`src/rtl/bin_to_bcd_pkg.sv`:
```
// -----------------------------------------------------------------------------
// calc_pkg : shared types and constants for the bin_to_bcd converter.
//   state_t      - converter FSM states (IDLE, SHIFT, FIN)
//   BCD_DIGIT_W  - bits per packed BCD digit
//   SEG_*        - seven-segment codes, active-high, bit order gfedcba
//   seg7_encode  - BCD digit to segment pattern (non-decimal codes go blank)
// -----------------------------------------------------------------------------
package calc_pkg;

    typedef enum logic [1:0] {
        IDLE  = 2'd0,
        SHIFT = 2'd1,
        FIN   = 2'd2
    } state_t;

    localparam int BCD_DIGIT_W = 4;

    localparam logic [6:0] SEG_0     = 7'h3F;
    localparam logic [6:0] SEG_1     = 7'h06;
    localparam logic [6:0] SEG_2     = 7'h5B;
    localparam logic [6:0] SEG_3     = 7'h4F;
    localparam logic [6:0] SEG_4     = 7'h66;
    localparam logic [6:0] SEG_5     = 7'h6D;
    localparam logic [6:0] SEG_6     = 7'h7D;
    localparam logic [6:0] SEG_7     = 7'h07;
    localparam logic [6:0] SEG_8     = 7'h7F;
    localparam logic [6:0] SEG_9     = 7'h6F;
    localparam logic [6:0] SEG_BLANK = 7'h00;

    function automatic logic [6:0] seg7_encode(input logic [BCD_DIGIT_W-1:0] digit);
        logic [6:0] code;
        case (digit)
            4'd0:    code = SEG_0;
            4'd1:    code = SEG_1;
            4'd2:    code = SEG_2;
            4'd3:    code = SEG_3;
            4'd4:    code = SEG_4;
            4'd5:    code = SEG_5;
            4'd6:    code = SEG_6;
            4'd7:    code = SEG_7;
            4'd8:    code = SEG_8;
            4'd9:    code = SEG_9;
            default: code = SEG_BLANK;
        endcase
        return code;
    endfunction

endpackage

```
`src/rtl/bin_to_bcd_if.sv`:
```
// -----------------------------------------------------------------------------
// bin_to_bcd_if : request/result bundle between the adder (master) and the
// BCD converter (slave).
//   start      - level request from the adder's finish
//   in_val     - sign-magnitude value, bit MAG_W is the sign
//   busy       - converter is shifting
//   finish     - result valid, held until start drops
//   sign, bcd  - registered result (digit 0 in bcd[3:0])
//   seg, seg_minus - seven-segment view, present only with BIN_TO_BCD_SEG7_EN
// Optional feature macro: BIN_TO_BCD_SEG7_EN
// -----------------------------------------------------------------------------
interface bin_to_bcd_if #(
    parameter int MAG_W  = 15,
    parameter int DIGITS = 5
);
    logic                  start;
    logic [MAG_W:0]        in_val;
    logic                  busy;
    logic                  finish;
    logic                  sign;
    logic [4*DIGITS-1:0]   bcd;
`ifdef BIN_TO_BCD_SEG7_EN
    logic [7*DIGITS-1:0]   seg;
    logic                  seg_minus;

    modport master (output start, in_val,
                    input  busy, finish, sign, bcd, seg, seg_minus);
    modport slave  (input  start, in_val,
                    output busy, finish, sign, bcd, seg, seg_minus);
`else
    modport master (output start, in_val,
                    input  busy, finish, sign, bcd);
    modport slave  (input  start, in_val,
                    output busy, finish, sign, bcd);
`endif
endinterface

```
`src/rtl/bcd_digit_adj.sv`:
```
// -----------------------------------------------------------------------------
// bcd_digit_adj : double-dabble digit correction. Adds 3 to a BCD digit of 5
// or more so that the following left shift carries into the next digit.
//   d - scratch digit in
//   q - corrected digit out
// -----------------------------------------------------------------------------
module bcd_digit_adj
    import calc_pkg::*;
(
    input  logic [BCD_DIGIT_W-1:0] d,
    output logic [BCD_DIGIT_W-1:0] q
);

    // add-3 correction for digits that would overflow past 9 after doubling
    always_comb begin
        q = d;
        if (d >= 4'd5) begin
            q = d + 4'd3;
        end else begin
            q = d;
        end
    end

endmodule

```
`src/rtl/bin_to_bcd.sv`:
```
// -----------------------------------------------------------------------------
// bin_to_bcd : converts a sign-magnitude value to packed BCD using shift-add-3,
// one magnitude bit per clock. Result valid MAG_W clocks after start is seen.
//   clk  - clock
//   RST  - synchronous active-high reset
//   bus  - bin_to_bcd_if slave port (start/in_val in; busy/finish/sign/bcd out)
// Optional feature macro: BIN_TO_BCD_SEG7_EN adds seven-segment outputs
// (seg, seg_minus) with leading-zero blanking, registered alongside bcd.
// -----------------------------------------------------------------------------
module bin_to_bcd
    import calc_pkg::*;
#(
    parameter int MAG_W  = 15,
    parameter int DIGITS = 5
) (
    input  logic        clk,
    input  logic        RST,
    bin_to_bcd_if.slave bus
);

    localparam int BCD_W = BCD_DIGIT_W * DIGITS;
    localparam int CNT_W = $clog2(MAG_W + 1);

    state_t             state_r;
    state_t             next_state_s;
    logic [CNT_W-1:0]   count_r;
    logic [MAG_W-1:0]   mag_r;
    logic [BCD_W-1:0]   scratch_r;
    logic [BCD_W-1:0]   adj_s;
    logic [BCD_W-1:0]   scratch_next_s;
    logic               last_iter_s;
    logic               cap_sign_r;
    logic               busy_r;
    logic               finish_r;
    logic               sign_r;
    logic [BCD_W-1:0]   bcd_r;

    for (genvar g = 0; g < DIGITS; g++) begin : g_adj
        bcd_digit_adj u_adj (
            .d (scratch_r[g*BCD_DIGIT_W +: BCD_DIGIT_W]),
            .q (adj_s[g*BCD_DIGIT_W +: BCD_DIGIT_W])
        );
    end

    // corrected scratch shifted left by one, taking in the magnitude MSB
    assign scratch_next_s = {adj_s[BCD_W-2:0], mag_r[MAG_W-1]};
    assign last_iter_s    = (count_r == CNT_W'(MAG_W - 1));

    // FSM next-state decode
    always_comb begin
        next_state_s = state_r;
        case (state_r)
            IDLE: begin
                if (bus.start) begin
                    next_state_s = SHIFT;
                end else begin
                    next_state_s = IDLE;
                end
            end
            SHIFT: begin
                if (last_iter_s) begin
                    next_state_s = FIN;
                end else begin
                    next_state_s = SHIFT;
                end
            end
            FIN: begin
                if (bus.start) begin
                    next_state_s = FIN;
                end else begin
                    next_state_s = IDLE;
                end
            end
            default: next_state_s = IDLE;
        endcase
    end

    // FSM state register
    always_ff @(posedge clk) begin
        if (RST) begin
            state_r <= IDLE;
        end else begin
            state_r <= next_state_s;
        end
    end

    // datapath: capture, shift-add-3 iterations, result load and status flags
    always_ff @(posedge clk) begin
        if (RST) begin
            count_r    <= '0;
            mag_r      <= '0;
            scratch_r  <= '0;
            cap_sign_r <= 1'b0;
            sign_r     <= 1'b0;
            bcd_r      <= '0;
            busy_r     <= 1'b0;
            finish_r   <= 1'b0;
        end else begin
            case (state_r)
                IDLE: begin
                    if (bus.start) begin
                        mag_r      <= bus.in_val[MAG_W-1:0];
                        // a zero magnitude never shows as negative
                        cap_sign_r <= bus.in_val[MAG_W] & (|bus.in_val[MAG_W-1:0]);
                        scratch_r  <= '0;
                        count_r    <= '0;
                    end
                end
                SHIFT: begin
                    scratch_r <= scratch_next_s;
                    mag_r     <= {mag_r[MAG_W-2:0], 1'b0};
                    count_r   <= count_r + CNT_W'(1);
                    if (last_iter_s) begin
                        bcd_r  <= scratch_next_s;
                        sign_r <= cap_sign_r;
                    end
                end
                FIN: begin
                    count_r <= count_r;
                end
                default: begin
                    count_r <= '0;
                end
            endcase
            busy_r   <= (next_state_s == SHIFT);
            finish_r <= (next_state_s == FIN);
        end
    end

    assign bus.busy   = busy_r;
    assign bus.finish = finish_r;
    assign bus.sign   = sign_r;
    assign bus.bcd    = bcd_r;

`ifdef BIN_TO_BCD_SEG7_EN
    logic [7*DIGITS-1:0] seg_next_s;
    logic                lead_s;
    logic [7*DIGITS-1:0] seg_r;
    logic                seg_minus_r;

    // segment patterns for the result about to load; leading zeros blank,
    // scanning from the most significant digit down, digit 0 always shown
    always_comb begin
        seg_next_s = '0;
        lead_s     = 1'b1;
        for (int i = DIGITS - 1; i >= 0; i--) begin
            if (lead_s && (scratch_next_s[i*BCD_DIGIT_W +: BCD_DIGIT_W] == 4'd0) && (i != 0)) begin
                seg_next_s[i*7 +: 7] = SEG_BLANK;
            end else begin
                seg_next_s[i*7 +: 7] = seg7_encode(scratch_next_s[i*BCD_DIGIT_W +: BCD_DIGIT_W]);
                lead_s               = 1'b0;
            end
        end
    end

    // segment outputs load on the same edge as bcd
    always_ff @(posedge clk) begin
        if (RST) begin
            seg_r       <= '0;
            seg_minus_r <= 1'b0;
        end else if ((state_r == SHIFT) && last_iter_s) begin
            seg_r       <= seg_next_s;
            seg_minus_r <= cap_sign_r;
        end else begin
            seg_r       <= seg_r;
            seg_minus_r <= seg_minus_r;
        end
    end

    assign bus.seg       = seg_r;
    assign bus.seg_minus = seg_minus_r;
`endif

endmodule

```
`src/flat_wrapper.sv`:
```
// flat-port wrapper written by rule: the top's interface ports become plain ports
module bin_to_bcd_flat import calc_pkg::*;
#(
    parameter int MAG_W  = 15,
    parameter int DIGITS = 5
)
  (clk, RST, bus_start, bus_in_val, bus_busy, bus_finish, bus_sign, bus_bcd);
  bin_to_bcd_if #(.MAG_W(MAG_W), .DIGITS(DIGITS)) bus_i ();
  input  logic clk;
  input  logic RST;
  input wire logic [$bits(bus_i.start)-1:0] bus_start;
  input wire logic [$bits(bus_i.in_val)-1:0] bus_in_val;
  output wire logic [$bits(bus_i.busy)-1:0] bus_busy;
  output wire logic [$bits(bus_i.finish)-1:0] bus_finish;
  output wire logic [$bits(bus_i.sign)-1:0] bus_sign;
  output wire logic [$bits(bus_i.bcd)-1:0] bus_bcd;
  assign bus_i.start = bus_start;
  assign bus_i.in_val = bus_in_val;
  assign bus_busy = bus_i.busy;
  assign bus_finish = bus_i.finish;
  assign bus_sign = bus_i.sign;
  assign bus_bcd = bus_i.bcd;
  bin_to_bcd #(.MAG_W(MAG_W), .DIGITS(DIGITS)) u_core (.clk(clk), .RST(RST), .bus(bus_i));
endmodule
```
`config.mk`:
```
export PLATFORM = sky130hd
export DESIGN_NAME = bin_to_bcd_flat
export DESIGN_NICKNAME = d
export VERILOG_FILES = /design/src/rtl/bin_to_bcd_pkg.sv /design/src/rtl/bin_to_bcd_if.sv /design/src/rtl/bcd_digit_adj.sv /design/src/rtl/bin_to_bcd.sv /design/src/flat_wrapper.sv
export SDC_FILE = /design/constraint.sdc
export NUM_CORES = 1
export LEC_CHECK = 0
export ABC_AREA = 0
export CORE_MARGIN = 4
export CORE_UTILIZATION = 40
export DETAILED_ROUTE_END_ITERATION = 8
export PLACE_DENSITY = 0.62
export RECOVER_POWER = 50
export SLEW_MARGIN = 20
export SYNTH_ARGS = -nofsm -noshare
export SYNTH_HDL_FRONTEND = slang
export SYNTH_SLANG_ARGS = --single-unit
```
`constraint.sdc`:
```
create_clock -name clk -period 5.4 [get_ports clk]
set_clock_uncertainty 0.15 [all_clocks]
set_input_delay 0.81 -clock clk [delete_from_list [all_inputs] [get_ports clk]]
set_output_delay 0.81 -clock clk [all_outputs]
set_load 0.02 [all_outputs]
```
==> impl_metrics.toml <==
[setup_path]
startpoint_type = "input pin"
crit_path_frequent_cell = "nor2_1"
end_kind = "flop"
max_stage_delay_ns = 1.02
critPathKind = "in -> reg"
cp.arrival_ns = 3.33
critPathRequiredTime_ns = 5.48
cp_cell_sequence = "dlygate4sd3_1, nor2_1, nor2_2, clkbuf_1, nor2_1, a2bb2o_1"
cpMaxStageDelayCell = "clkbuf_1"
path_max_fanout = 34

[placed_design]
portBuffers = 41
dpl.hpwl_um = 4327
dpl-instance-area_sq_mm = 0.003369
place.gp.congestion = 0.7106

[global_routing]
global_route.usage.met3_pct = 5.310
grt_pass1_wl_um = 10250
grt-ovfl-total = 0
grt_antenna_before_repair = 0
grt_usage_pct = 14.83
grtUsageMet2_pct = 22.99
first_global_vias = 2155
met1_usage_pct = 19.24
grt_max_degree = 49
top_usage_layer = "met2"

[timing]
rsz0062_at_grt = "no"
relSlewSlack_pct = 7.145
setup-tns-final_ns = 0
final.min_clock_period_ns = 3.251
drv_slew = 0
final-setup-viol-count = 0
timing.fmax_mhz = 307.6
post-route-period-util_pct = 60.20
tightest_slew_ns = 1.393
hold_violations = 0

[drt]
routed_via_density = 5.102
drc = 0
dr.pass1.iters = 4
ant_nets = 0
routedWlPerCell_um = 13.49
totalWireLength_um = 6217
vias = 2352
drtIter0Drc = 85

[logic_synthesis]
syn_nets = 356
postSynthAreaPerCell_sq_um = 9.020
yosysSeqAreaShare_pct = 44.39
yosysTopAreaCell = "dfxtp_1"
synth_cells = 325
yosys_warnings = 0
synthAdderAreaFrac_pct = 5.122
synth_area_leaders = "dfxtp_1 (44%), ha_1 (5.1%), nand2_1 (5.0%), nor2_1 (4.7%), a311oi_1 (4.2%)"
ys_types = 39
ys_seq_elements = 65
synth_top_area_share_pct = 44.39
synth_top_family_by_area = "compound AO/OA/AOI/OAI gates"
synth_mux_area_share_pct = 2.603
synth-simple-area-share_pct = 17.88
synthesis.area_sq_mm = 0.002932
synth_compound_area_share_pct = 22.36
synth_xor_area_share_pct = 2.091

[floorplan]
die_y_um = 93.61
fp-row-count = 30
fp.dieArea_sq_mm = 0.008763
die_w_um = 93.61
io_pins = 42
core_sq_mm = 0.006944
start_util_pct = 42.22

[finish]
nNetsFinal = 392
stdcell_area_sq_mm = 0.003526
syn2layout_area_growth_pct = 20.27
final_layout_size_suffix_gt1_share_pct = 9.315
n_antenna_cell = 0
n_fill_cell = 654
multi_input_area_sq_mm = 0.001465
ff_latch_area_sq_mm = 0.001301

[run]
max_cap_violations = 0

[clock_network]
cts_setup_buffers = 0
cts.path.max_buffers = 2
htree_num_levels = 3
cts.hold.buffers_added = 0
tritoncts = "done"
cts.sinks = 65
path_clk_slew_ns = 0.07
worstSkewPairLatency_ns = 0.33
cts_inserted_buffers = 9
cts_resized = 0
root_buffer = "clkbuf_8"

[status]
status = "finished clean"

[power]
power_leakage_uw = 0.001262
power_per_cell_area_mw_per_mm2 = 258.9
peakVddDrop_mv = 0.2114

[worst_hold_path]
hp-class = "reg -> reg"
[per-stage QoR]
step	total power, uW	std cells	worst slack, ns	hold slack, ns	utilization, %
after floorplan	551.9	325	3.610	0.3052	-
after global placement	577.0	446	2.700	0.3103	48.52
after detailed placement	577.9	446	2.679	0.3153	48.52
after CTS	925.8	461	2.950	0.3250	50.86
after global routing	956.4	461	1.944	0.3505	50.77
final	912.9	461	2.149	0.3205	50.77
[sequential cells by signal (all words and copies together) (netlist names)]
name               flops
u_core.bus.finish      1
u_core.state_r         2
u_core.mag_r          15
u_core.bus.busy        1
u_core.bus.sign        1
u_core.scratch_r      20
u_core.cap_sign_r      1
u_core.count_r         4
u_core.bus.bcd        20
[cell usage after synthesis]
master	instances
clkbuf_1	4
xnor2_1	6
nand2_1	39
nor3_1	6
dfxtp_1	65
a2bb2o_1	5
mux2i_1	2
and3_1	2
nor4_1	3
buf_6	3
a31oi_1	1
and2b_4	1
buf_2	7
and2_1	1
a21oi_1	20
ha_1	12
nor2_1	37
nand4_1	1
buf_4	2
a211oi_2	9
a22oi_1	4
nand2_2	1
nand3_1	6
a311oi_1	14
nand2b_1	6
a41o_1	1
nor3b_1	10
inv_1	14
o2bb2ai_1	4
o22ai_1	10
xor2_1	1
o32ai_1	5
buf_1	3
a21oi_2	2
mux2_2	5
nor2_2	1
o21ai_0	9
o21ai_1	1
a211oi_1	2
[worst paths after layout]
check / slack [ns] / endpoint / depth (start not counted) / start
max: 2.15 / u_core.scratch_r[18] / 6 / bus_start
min: 0.32 / u_core.bus.bcd[9] / 2 / u_core.bus.bcd[9]
max reg2reg: 2.41 / u_core.bus.bcd[2] / 5 / u_core.state_r[0]
min reg2reg: 0.32 / u_core.bus.bcd[9] / 2 / u_core.bus.bcd[9]
[power by group]
part | total, uW | switching [uW] | internal, uW
clock network | 347 | 172 | 175
registers | 499 | 7.83 | 492
logic | 66.1 | 39.6 | 26.6
total | 913 | 219 | 693
[cell usage in the layout (no fill, tap or decap), drive strengths merged, types with 11 or more instances in the layout]
cell type	synthesis	final
nand2	40	40
ha	12	12
dlygate4sd3	0	13
a211oi	11	11
dfxtp	65	65
a21oi	22	22
nor2	38	38
clkbuf	4	13
a311oi	14	14
clkdlybuf4s50	0	27
inv	14	14
[layer usage]
layer  vias up  share of wire [%]
li1       1235                  -
met1      1076                 49
met2        34                 46
met3         7                4.3
met4         0               0.98
met5         -                  0
[cells by family (layout without fill, tap and decap cells)]
group	count (synthesis)	count (layout)
fa+ha+maj	12	12
flops	65	65
compound gates	87	87
simple gates	114	114
mux	7	7
buf+inv	33	73
xor+xnor	7	7
[area by class of cell]
cell class,count,share of cell area (%)
clock inverters,3,0.4968
inverters,14,1.490
flip-flops and latches,65,36.91
well taps,96,3.407
clock buffers,12,4.116
multi-input cells,227,41.55
repair buffers,44,12.03
[critical path, delay by kind of cell]
kind            cells  cell delay (ns)
compound gates      1             0.38
buf+inv             2             1.62
simple gates        3             0.51
No activity file was read; power rests on OpenSTA's default activity.
